`src/rtl/sprite_anim_if.sv`:
```
// Bundle between the sprite position/raster logic and one sprite animator.
// Master drives raster, position and pose controls; slave returns ROM address and status.
interface sprite_anim_if #(
    parameter int ADDR_W = 21,
    parameter int FIDX_W = 2
);
    logic              anim_tick;
    logic              enable;
    logic              moving;
    logic              facing_left;
    logic [1:0]        mode;
    logic [9:0]        DrawX;
    logic [9:0]        DrawY;
    logic [9:0]        SpriteX;
    logic [9:0]        SpriteY;
    logic              sprite_on;
    logic [ADDR_W-1:0] sprite_addr;
    logic [FIDX_W-1:0] frame_idx;
    logic              anim_done;

    modport master (
        output anim_tick, enable, moving, facing_left, mode,
        output DrawX, DrawY, SpriteX, SpriteY,
        input  sprite_on, sprite_addr, frame_idx, anim_done
    );

    modport slave (
        input  anim_tick, enable, moving, facing_left, mode,
        input  DrawX, DrawY, SpriteX, SpriteY,
        output sprite_on, sprite_addr, frame_idx, anim_done
    );
endinterface

```
`src/rtl/sprite_anim_engine.sv`:
```
// Parametrised sprite animator: raster window detect, sprite ROM address
// generation and a tick-driven frame sequencer (loop/ping-pong/one-shot/static).
module sprite_anim_engine #(
    parameter int SPR_W       = 46,
    parameter int SPR_H       = 70,
    parameter int N_FRAMES    = 4,
    parameter int HOLD        = 4,
    parameter int BASE_ADDR   = 33064,
    parameter int LEFT_OFFSET = 50620,
    parameter int ADDR_W      = 21
) (
    input  logic          frame_Clk,
    input  logic          Reset,
    sprite_anim_if.slave  bus
);
    localparam int FIDX_W = (N_FRAMES > 1) ? $clog2(N_FRAMES) : 1;
    localparam int HOLD_W = (HOLD > 1) ? $clog2(HOLD) : 1;
    localparam logic [FIDX_W-1:0] LAST     = FIDX_W'(N_FRAMES - 1);
    localparam logic [HOLD_W-1:0] HOLD_MAX = HOLD_W'(HOLD - 1);
    localparam logic [31:0]       FRAME_SZ = 32'(SPR_W * SPR_H);

    typedef enum logic [1:0] {
        LOOP     = 2'd0,
        PINGPONG = 2'd1,
        ONESHOT  = 2'd2,
        STATIC   = 2'd3
    } mode_t;

    logic [FIDX_W-1:0] frameIdx;
    logic [HOLD_W-1:0] holdCnt;
    logic              dirDown;
    logic              animDone;
    mode_t             prevMode;
    logic [ADDR_W-1:0] spriteAddr;

    logic              restart;
    logic              onBox;
    logic [10:0]       relX;
    logic [10:0]       relY;
    logic [10:0]       drawX11;
    logic [10:0]       drawY11;
    logic [10:0]       sprX11;
    logic [10:0]       sprY11;
    logic [ADDR_W-1:0] addrSum;
    logic [FIDX_W-1:0] frameUp;
    logic [FIDX_W-1:0] frameDn;

    // Widen to 11 bits so a box near the right/bottom edge never wraps.
    assign drawX11 = {1'b0, bus.DrawX};
    assign drawY11 = {1'b0, bus.DrawY};
    assign sprX11  = {1'b0, bus.SpriteX};
    assign sprY11  = {1'b0, bus.SpriteY};

    assign onBox = (drawX11 >= sprX11)
                && (drawX11 <= sprX11 + 11'(SPR_W - 1))
                && (drawY11 >= sprY11)
                && (drawY11 <= sprY11 + 11'(SPR_H - 1));

    assign relX = drawX11 - sprX11;
    assign relY = drawY11 - sprY11;

    assign addrSum = ADDR_W'(32'(BASE_ADDR)
                   + (bus.facing_left ? 32'(LEFT_OFFSET) : 32'd0)
                   + 32'(frameIdx) * FRAME_SZ
                   + 32'(relY) * 32'(SPR_W)
                   + 32'(relX));

    assign restart = !bus.enable || !bus.moving || (bus.mode != prevMode);

    assign frameUp = (frameIdx == LAST) ? '0 : frameIdx + FIDX_W'(1);
    assign frameDn = (frameIdx == '0) ? '0 : frameIdx - FIDX_W'(1);

    // Frame sequencer: restart on idle or mode change, otherwise step on held ticks.
    always_ff @(posedge frame_Clk) begin
        if (Reset) begin
            frameIdx <= '0;
            holdCnt  <= '0;
            dirDown  <= 1'b0;
            animDone <= 1'b0;
            prevMode <= mode_t'(bus.mode);
        end else begin
            prevMode <= mode_t'(bus.mode);
            if (restart) begin
                frameIdx <= '0;
                holdCnt  <= '0;
                dirDown  <= 1'b0;
                animDone <= 1'b0;
            end else if (bus.anim_tick) begin
                if (holdCnt != HOLD_MAX) begin
                    holdCnt <= holdCnt + HOLD_W'(1);
                end else begin
                    holdCnt <= '0;
                    unique case (prevMode)
                        LOOP: begin
                            frameIdx <= frameUp;
                        end
                        PINGPONG: begin
                            if (!dirDown) begin
                                if (frameIdx != LAST) begin
                                    frameIdx <= frameUp;
                                    dirDown  <= (frameUp == LAST);
                                end
                            end else begin
                                frameIdx <= frameDn;
                                dirDown  <= (frameDn != '0);
                            end
                        end
                        ONESHOT: begin
                            if (frameIdx != LAST) begin
                                frameIdx <= frameUp;
                                animDone <= (frameUp == LAST);
                            end else begin
                                animDone <= 1'b1;
                            end
                        end
                        STATIC: begin
                            frameIdx <= '0;
                            animDone <= 1'b0;
                        end
                    endcase
                end
            end
        end
    end

    // ROM address pipeline: one cycle behind the raster, zero outside the box.
    always_ff @(posedge frame_Clk) begin
        if (Reset) begin
            spriteAddr <= '0;
        end else begin
            spriteAddr <= onBox ? addrSum : '0;
        end
    end

    assign bus.sprite_on   = onBox;
    assign bus.sprite_addr = spriteAddr;
    assign bus.frame_idx   = frameIdx;
    assign bus.anim_done   = animDone;
endmodule

```
`src/flat_wrapper.sv`:
```
// flat-port wrapper written by rule: the top's interface ports become plain ports
module sprite_anim_engine_flat 
#(
    parameter int SPR_W       = 46,
    parameter int SPR_H       = 70,
    parameter int N_FRAMES    = 4,
    parameter int HOLD        = 4,
    parameter int BASE_ADDR   = 33064,
    parameter int LEFT_OFFSET = 50620,
    parameter int ADDR_W      = 21
)
  (frame_Clk, Reset, bus_anim_tick, bus_enable, bus_moving, bus_facing_left, bus_mode, bus_DrawX, bus_DrawY, bus_SpriteX, bus_SpriteY, bus_sprite_on, bus_sprite_addr, bus_frame_idx, bus_anim_done);
  sprite_anim_if #(.ADDR_W(ADDR_W), .FIDX_W(2)) bus_i ();
  input  logic frame_Clk;
  input  logic Reset;
  input wire logic [$bits(bus_i.anim_tick)-1:0] bus_anim_tick;
  input wire logic [$bits(bus_i.enable)-1:0] bus_enable;
  input wire logic [$bits(bus_i.moving)-1:0] bus_moving;
  input wire logic [$bits(bus_i.facing_left)-1:0] bus_facing_left;
  input wire logic [$bits(bus_i.mode)-1:0] bus_mode;
  input wire logic [$bits(bus_i.DrawX)-1:0] bus_DrawX;
  input wire logic [$bits(bus_i.DrawY)-1:0] bus_DrawY;
  input wire logic [$bits(bus_i.SpriteX)-1:0] bus_SpriteX;
  input wire logic [$bits(bus_i.SpriteY)-1:0] bus_SpriteY;
  output wire logic [$bits(bus_i.sprite_on)-1:0] bus_sprite_on;
  output wire logic [$bits(bus_i.sprite_addr)-1:0] bus_sprite_addr;
  output wire logic [$bits(bus_i.frame_idx)-1:0] bus_frame_idx;
  output wire logic [$bits(bus_i.anim_done)-1:0] bus_anim_done;
  assign bus_i.anim_tick = bus_anim_tick;
  assign bus_i.enable = bus_enable;
  assign bus_i.moving = bus_moving;
  assign bus_i.facing_left = bus_facing_left;
  assign bus_i.mode = bus_mode;
  assign bus_i.DrawX = bus_DrawX;
  assign bus_i.DrawY = bus_DrawY;
  assign bus_i.SpriteX = bus_SpriteX;
  assign bus_i.SpriteY = bus_SpriteY;
  assign bus_sprite_on = bus_i.sprite_on;
  assign bus_sprite_addr = bus_i.sprite_addr;
  assign bus_frame_idx = bus_i.frame_idx;
  assign bus_anim_done = bus_i.anim_done;
  sprite_anim_engine #(.SPR_W(SPR_W), .SPR_H(SPR_H), .N_FRAMES(N_FRAMES), .HOLD(HOLD), .BASE_ADDR(BASE_ADDR), .LEFT_OFFSET(LEFT_OFFSET), .ADDR_W(ADDR_W)) u_core (.frame_Clk(frame_Clk), .Reset(Reset), .bus(bus_i));
endmodule
```
`config.mk`:
```
export PLATFORM = sky130hd
export DESIGN_NAME = sprite_anim_engine_flat
export DESIGN_NICKNAME = d
export VERILOG_FILES = /design/src/rtl/sprite_anim_if.sv /design/src/rtl/sprite_anim_engine.sv /design/src/flat_wrapper.sv
export SDC_FILE = /design/constraint.sdc
export NUM_CORES = 1
export LEC_CHECK = 0
export BUFFER_PORTS_ARGS = -buffer_cell sky130_fd_sc_hd__buf_4
export CORE_ASPECT_RATIO = 0.6
export CORE_MARGIN = 2
export CORE_UTILIZATION = 50
export CTS_CLUSTER_SIZE = 20
export DETAILED_ROUTE_END_ITERATION = 10
export PLACE_DENSITY_LB_ADDON = 0.08
export SLEW_MARGIN = 5
export SYNTH_ARGS = -nofsm -noshare
export SYNTH_HDL_FRONTEND = slang
export SYNTH_SLANG_ARGS = --single-unit
```
`constraint.sdc`:
```
create_clock -name frame_Clk -period 17.25 [get_ports frame_Clk]
set_input_delay 3.45 -clock frame_Clk [delete_from_list [all_inputs] [get_ports frame_Clk]]
set_output_delay 3.45 -clock frame_Clk [all_outputs]
set_load 0.01 [all_outputs]
```
Yosys cells after proc, flatten, opt, wreduce, memory -nomap -nowiden
Cells that the tools add are included.

operators by class
  reduce and logical (&&, ||, !) cells = 16
  $add $sub $neg = 11
  bitwise logic cells = 2
  equal/unequal tests = 8
  order comparisons = 4
  $mul = 2
  multiplexer cells = 11

operators by type and width
  operator                                             count
  <= comparator 10 x 11 -> 1 bit                       2
  subtractor 10 x 10 -> 11 bit                         2
  adder 16 x 21 -> 21 bit (first input constant)       1
  adder 21 x 11 -> 21 bit                              1
  adder 21 x 14 -> 21 bit                              1
  adder 21 x 17 -> 21 bit                              1
  greater-or-equal comparator 10 bit                   2
  multiplier 11 x 5 -> 16 bit (second input constant)  1
  two-way mux 16 bit                                   1
  multiplier 2 x 10 -> 12 bit (second input constant)  1
  adder 10 x 6 -> 11 bit (second input constant)       1
  adder 10 x 7 -> 11 bit (second input constant)       1
  two-way mux 2 bit                                    5
  == test 2 bit (second input constant)                4
  one-hot mux 2 bit (4 select lines)                   1
  AND reduction 3 bit                                  2
  adder 2 x 1 -> 2 bit (second input constant)         2
  logical NOT 2 bit                                    2
  inequality test 2 bit (second input constant)        2
  nonzero test 2 bit                                   2
  OR reduction 2 bit                                   2
  logical AND 1 bit                                    3
  two-way mux 1 bit                                    3
  == test 2 x 1 -> 1 bit (second input constant)       1
  7 further kinds                                      10

word-level totals
  input bits = 48
  register bits after elaboration = 29

Depth between registers and ports, before layout
  word-level depth = 7
  depth in mapped cells = 31

Worst setup path before layout
OpenSTA, ideal clock, no wires.

  kind = input to register
  start = input bus_DrawY[0]
  end = register u_core.spriteAddr[18], in the netlist u_core.bus.sprite_addr[18]
  buffers on the path = 0
  data required time = 17.128 ns
  setup time = 0.122 ns
  data arrival time = 9.696 ns
  stages on the path = 29
  path slack = 7.432 ns
  path through = inv_1 > ha_1 > fa_1 > nor2b_1 > o21ai_0 > nand2b_1 > a31oi_1 > nor2b_1 > xnor2_1 > ha_1 > fa_1 > inv_1 > fa_1 > inv_1 > ha_1 > a21oi_1 > o21ai_0 > xnor2_1 > fa_1 > inv_1 > fa_1 > ha_1 > ha_1 > a211o_1 > o21bai_1 > a21boi_0 > a21oi_1 > o21bai_1 > a211oi_2

between the ends
  longest elaborated chain between the ends = 5
  elaborated cells on any way between the ends = 10
  classes of those cells = add/sub (3); mul (1); order compare (2); bitwise (1); reduce/logical (3)

RTL lines
  item                                                                             line                       RTL
  from (decl)                                                                      flat_wrapper.sv:22         input wire logic [$bits(bus_i.DrawY)-1:0] bus_DrawY;
  parallel branches: the longest is 5 deep, another holds adder 21 x 17 -> 21 bit  --
  to (signal assigned)                                                             sprite_anim_engine.sv:131  spriteAddr <= onBox ? addrSum : '0;
  to (decl)                                                                        sprite_anim_engine.sv:34   logic [ADDR_W-1:0] spriteAddr;

Parallel ways; which one is timed is not known.
A chain may end at the register's enable or synchronous reset.

Final worst setup path
  start = input bus_SpriteY[0]
  end = register u_core.spriteAddr[18], in the netlist u_core.bus.sprite_addr[18]

between the ends
  longest elaborated chain between the ends = 5
  elaborated cells on any way between the ends = 11
  classes of those cells = add/sub (4); mul (1); order compare (2); bitwise (1); reduce/logical (3)

RTL lines
  item                                                                             line                RTL
  from (decl)                                                                      flat_wrapper.sv:24  input wire logic [$bits(bus_i.SpriteY)-1:0] bus_SpriteY;
  parallel branches: the longest is 5 deep, another holds adder 21 x 17 -> 21 bit  --

Parallel ways; which one is timed is not known.

==> impl_metrics.csv <==
group,metric,value,unit
status,status,"finished clean",
routing,vias,4587,
global_routing,grt_pass1_vias,4347,
synthesis,synth_top_area_cell,"ha_1",
synthesis,synth_enable_flop_cells,0,
run,cap_violations,0,
synthesis,synth.area.top_cells,"ha_1 (28%), fa_1 (12%), dfxtp_1 (9.8%), inv_1 (7.2%), xnor2_1 (5.4%)",
clock_network,clk_path_buf_depth,2,
critical_path,cp_num_buf_inv,4,
routing,drt.antenna.violating_nets,0,
sta,finalSetupViolCount,0,
clock_network,clk_latency,0.27,ns
global_routing,grt_max_degree,19,
synthesis,ys_seq_area_share,9.83,%
cells_and_area,fin_nets,916,
sta,fmax,0.0979,GHz
clock_network,cts_setup_buffers,0,
synthesis,synth_commonest_cells,"ha_1 (125), inv_1 (106), a21oi_1 (36), nor2_1 (36), xnor2_1 (34)",
floorplanning,dieHeight,85.2,µm
cells_and_area,antennaDiodeCount,0,
critical_path,cp_num_cells,29,
synthesis,synth_cell_types,65,
routing,drt-initial-drc-count,159,
synthesis,syn_inst,642,
synthesis,synthesis.area,5500,µm²
critical_path,worstPathRequired,17.39,ns
routing,drcViolationCount,0,
synthesis,ys_ff_latch,27,
clock_network,hold_buffers,0,
critical_path,crit_family,"adder cells",
synthesis,yosysMostFrequentCell,"ha_1",
critical_path,rrSetupSlack,13.10,ns
critical_path,cp-endpoint,"u_core.bus.sprite_addr[18]",
placed_design,gp_congestion,0.849,
placed_design,dp_hpwl,10.5,mm
routing,via_per_inst,5.41,
global_routing,track_usage,20.5,%
critical_path,crit_fanout,5,
floorplanning,io_pins,73,
synthesis,synthArstFlopShare,0,%
critical_path,r2r-start,"u_core.bus.frame_idx[0]",
critical_path,cp-end-kind,"register",
sta,post-route-period-util,59.2,%
sta,fin_tns_setup,0,ns
critical_path,max_stage_delay,0.50,ns
critical_path,critPathLaunchType,"input port",
critical_path,worstSetupPathType,"input port to register",
clock_network,clkTransAtPathRegs,0.07,ns
synthesis,synth_top_area_share,28.4,%
critical_path,worstReg2RegEnd,"u_core.bus.sprite_addr[12]",
sta,tightest_slew,0.566,ns
sta,period_needed,10.22,ns
global_routing,grt_remaining_overflow,0,
clock_network,numClockSinks,27,
global_routing,use_met2,32.3,%
global_routing,grt_use_met3,3.33,%
sta,rsz0062_at_grt,"no",
sta,skew,0.00344,ns
clock_network,cts_resized,0,
floorplanning,die-width,139,µm
synthesis,syn_avg_cell_area,8.57,µm²
cells_and_area,final_layout_size_suffix_gt1_share,14.0,%
hold_path,hold_path.class,"register to register",
routing,routed_wl,12.1,mm
routing,first_pass_iters,4,
synthesis,ys.flop_type,"dfxtp_1",
floorplanning,num_rows,29,
global_routing,grt.busiest_layer,"met2",
cells_and_area,finish.utilization,58.4,%
global_routing,grt_pass1_wl,20.3,mm
critical_path,crit_path_top_delay_cell,"fa_1",
routing,wl_per_cell,14.3,µm
floorplanning,core_area,10600,µm²
cells_and_area,syn_to_final_growth,12.8,%
floorplanning,dieArea,11900,µm²
critical_path,startpoint,"bus_SpriteY[0]",
critical_path,arrival,10.36,ns
clock_network,cts_tree,"done",
sta,relSlewSlack,62.2,%
global_routing,antenna_found_initial,0,
global_routing,grtUsageMet1,30.6,%
sta,hold_viol,0,
floorplanning,start_util,51.7,%
clock_network,root_buffer,"clkbuf_16",
clock_network,h-tree-depth,1,
critical_path,worstRegToRegCells,13,
clock_network,cts_buffers,3,
synthesis,synth_warnings,0,
sta,slew_violations,0,
placed_design,io_buffers,70,
registers in the layout, indices dropped and copies added, names as in the netlist:
signal                  count
u_core.bus.sprite_addr     19
u_core.holdCnt              2
u_core.bus.frame_idx        2
u_core.prevMode             2
u_core.bus.anim_done        1
u_core.dirDown              1
metal layers:
| metal | up-vias | wire, µm |
|---|---|---|
| li1 | 2353 | - |
| met1 | 2156 | 6470 |
| met2 | 76 | 5140 |
| met3 | 2 | 463 |
| met4 | 0 | 25 |
| met5 | - | 0 |
final cells by class:
type	count	area (µm²)
inverters	106	398
well taps	139	174
repair buffers	70	526
clock buffers	3	75.1
multi-input cells	502	4490
flip-flops and latches	27	541
fillers	949	4430
clock inverters	1	5.00
how the worst min path moves through the flow:
| stage | startpoint | end | slack (ns) | cells past startpoint |
|---|---|---|---|---|
| global placement | u_core.holdCnt[1] | u_core.holdCnt[1] | 0.48 | 2 |
| floorplan | u_core.holdCnt[1] | u_core.holdCnt[1] | 0.46 | 2 |
| CTS | u_core.bus.anim_done | u_core.bus.anim_done | 0.50 | 2 |
| detailed placement | u_core.bus.anim_done | u_core.bus.anim_done | 0.48 | 2 |
| finish | u_core.bus.anim_done | u_core.bus.anim_done | 0.50 | 2 |
| global route | u_core.bus.anim_done | u_core.bus.anim_done | 0.54 | 2 |
cells in the final DEF (no fill, tap or decap), types with 3 or more instances in the layout:
| cell | instances |
|---|---|
| nor3_1 | 19 |
| mux2i_1 | 4 |
| nor3_2 | 10 |
| buf_4 | 70 |
| nand3_1 | 8 |
| a21oi_1 | 36 |
| a211o_1 | 3 |
| o211ai_1 | 5 |
| nor2_1 | 36 |
| xor2_1 | 18 |
| nand2_1 | 19 |
| dfxtp_1 | 27 |
| nand2b_1 | 10 |
| o31ai_1 | 3 |
| a21o_1 | 10 |
| a211oi_1 | 10 |
| inv_1 | 106 |
| o21bai_1 | 5 |
| xnor2_1 | 34 |
| nor4_1 | 4 |
| o21ai_0 | 32 |
| clkbuf_16 | 3 |
| o21a_1 | 13 |
| nor2b_1 | 10 |
| a31oi_1 | 5 |
| ha_1 | 125 |
| fa_1 | 33 |
| nand4_1 | 5 |
tightest hold or removal path, cell delays in order, from the launching register on:
cell,delay (ns)
dfxtp_1,0.33
a21oi_1,0.06
nor2_1,0.07
through the flow:
stage / cell area, µm² / instances / setup WS, ns / hold slack [ns]
after floorplan: 5500 / 643 / 7.43 / 0.465
after global placement: 6120 / 844 / 6.94 / 0.479
after detailed placement: 6120 / 844 / 6.83 / 0.485
after CTS: 6200 / 848 / 7.08 / 0.504
after global routing: 6200 / 848 / 6.63 / 0.542
final: 6200 / 848 / 7.03 / 0.502
cells by family after synthesis:
logic type | share of synthesized area [%]
AO/OA/AOI/OAI | 17.4
XOR/XNOR | 8.28
adder cells (fa/ha/maj) | 40.5
buffers and inverters | 8.65
flip-flops | 9.83
multiplexers | 0.728
other | 0.0682
AND/OR/NAND/NOR | 14.6
Power is not shown: default switching activity piles up to over one toggle a cycle in this logic, so the estimate is an artifact.
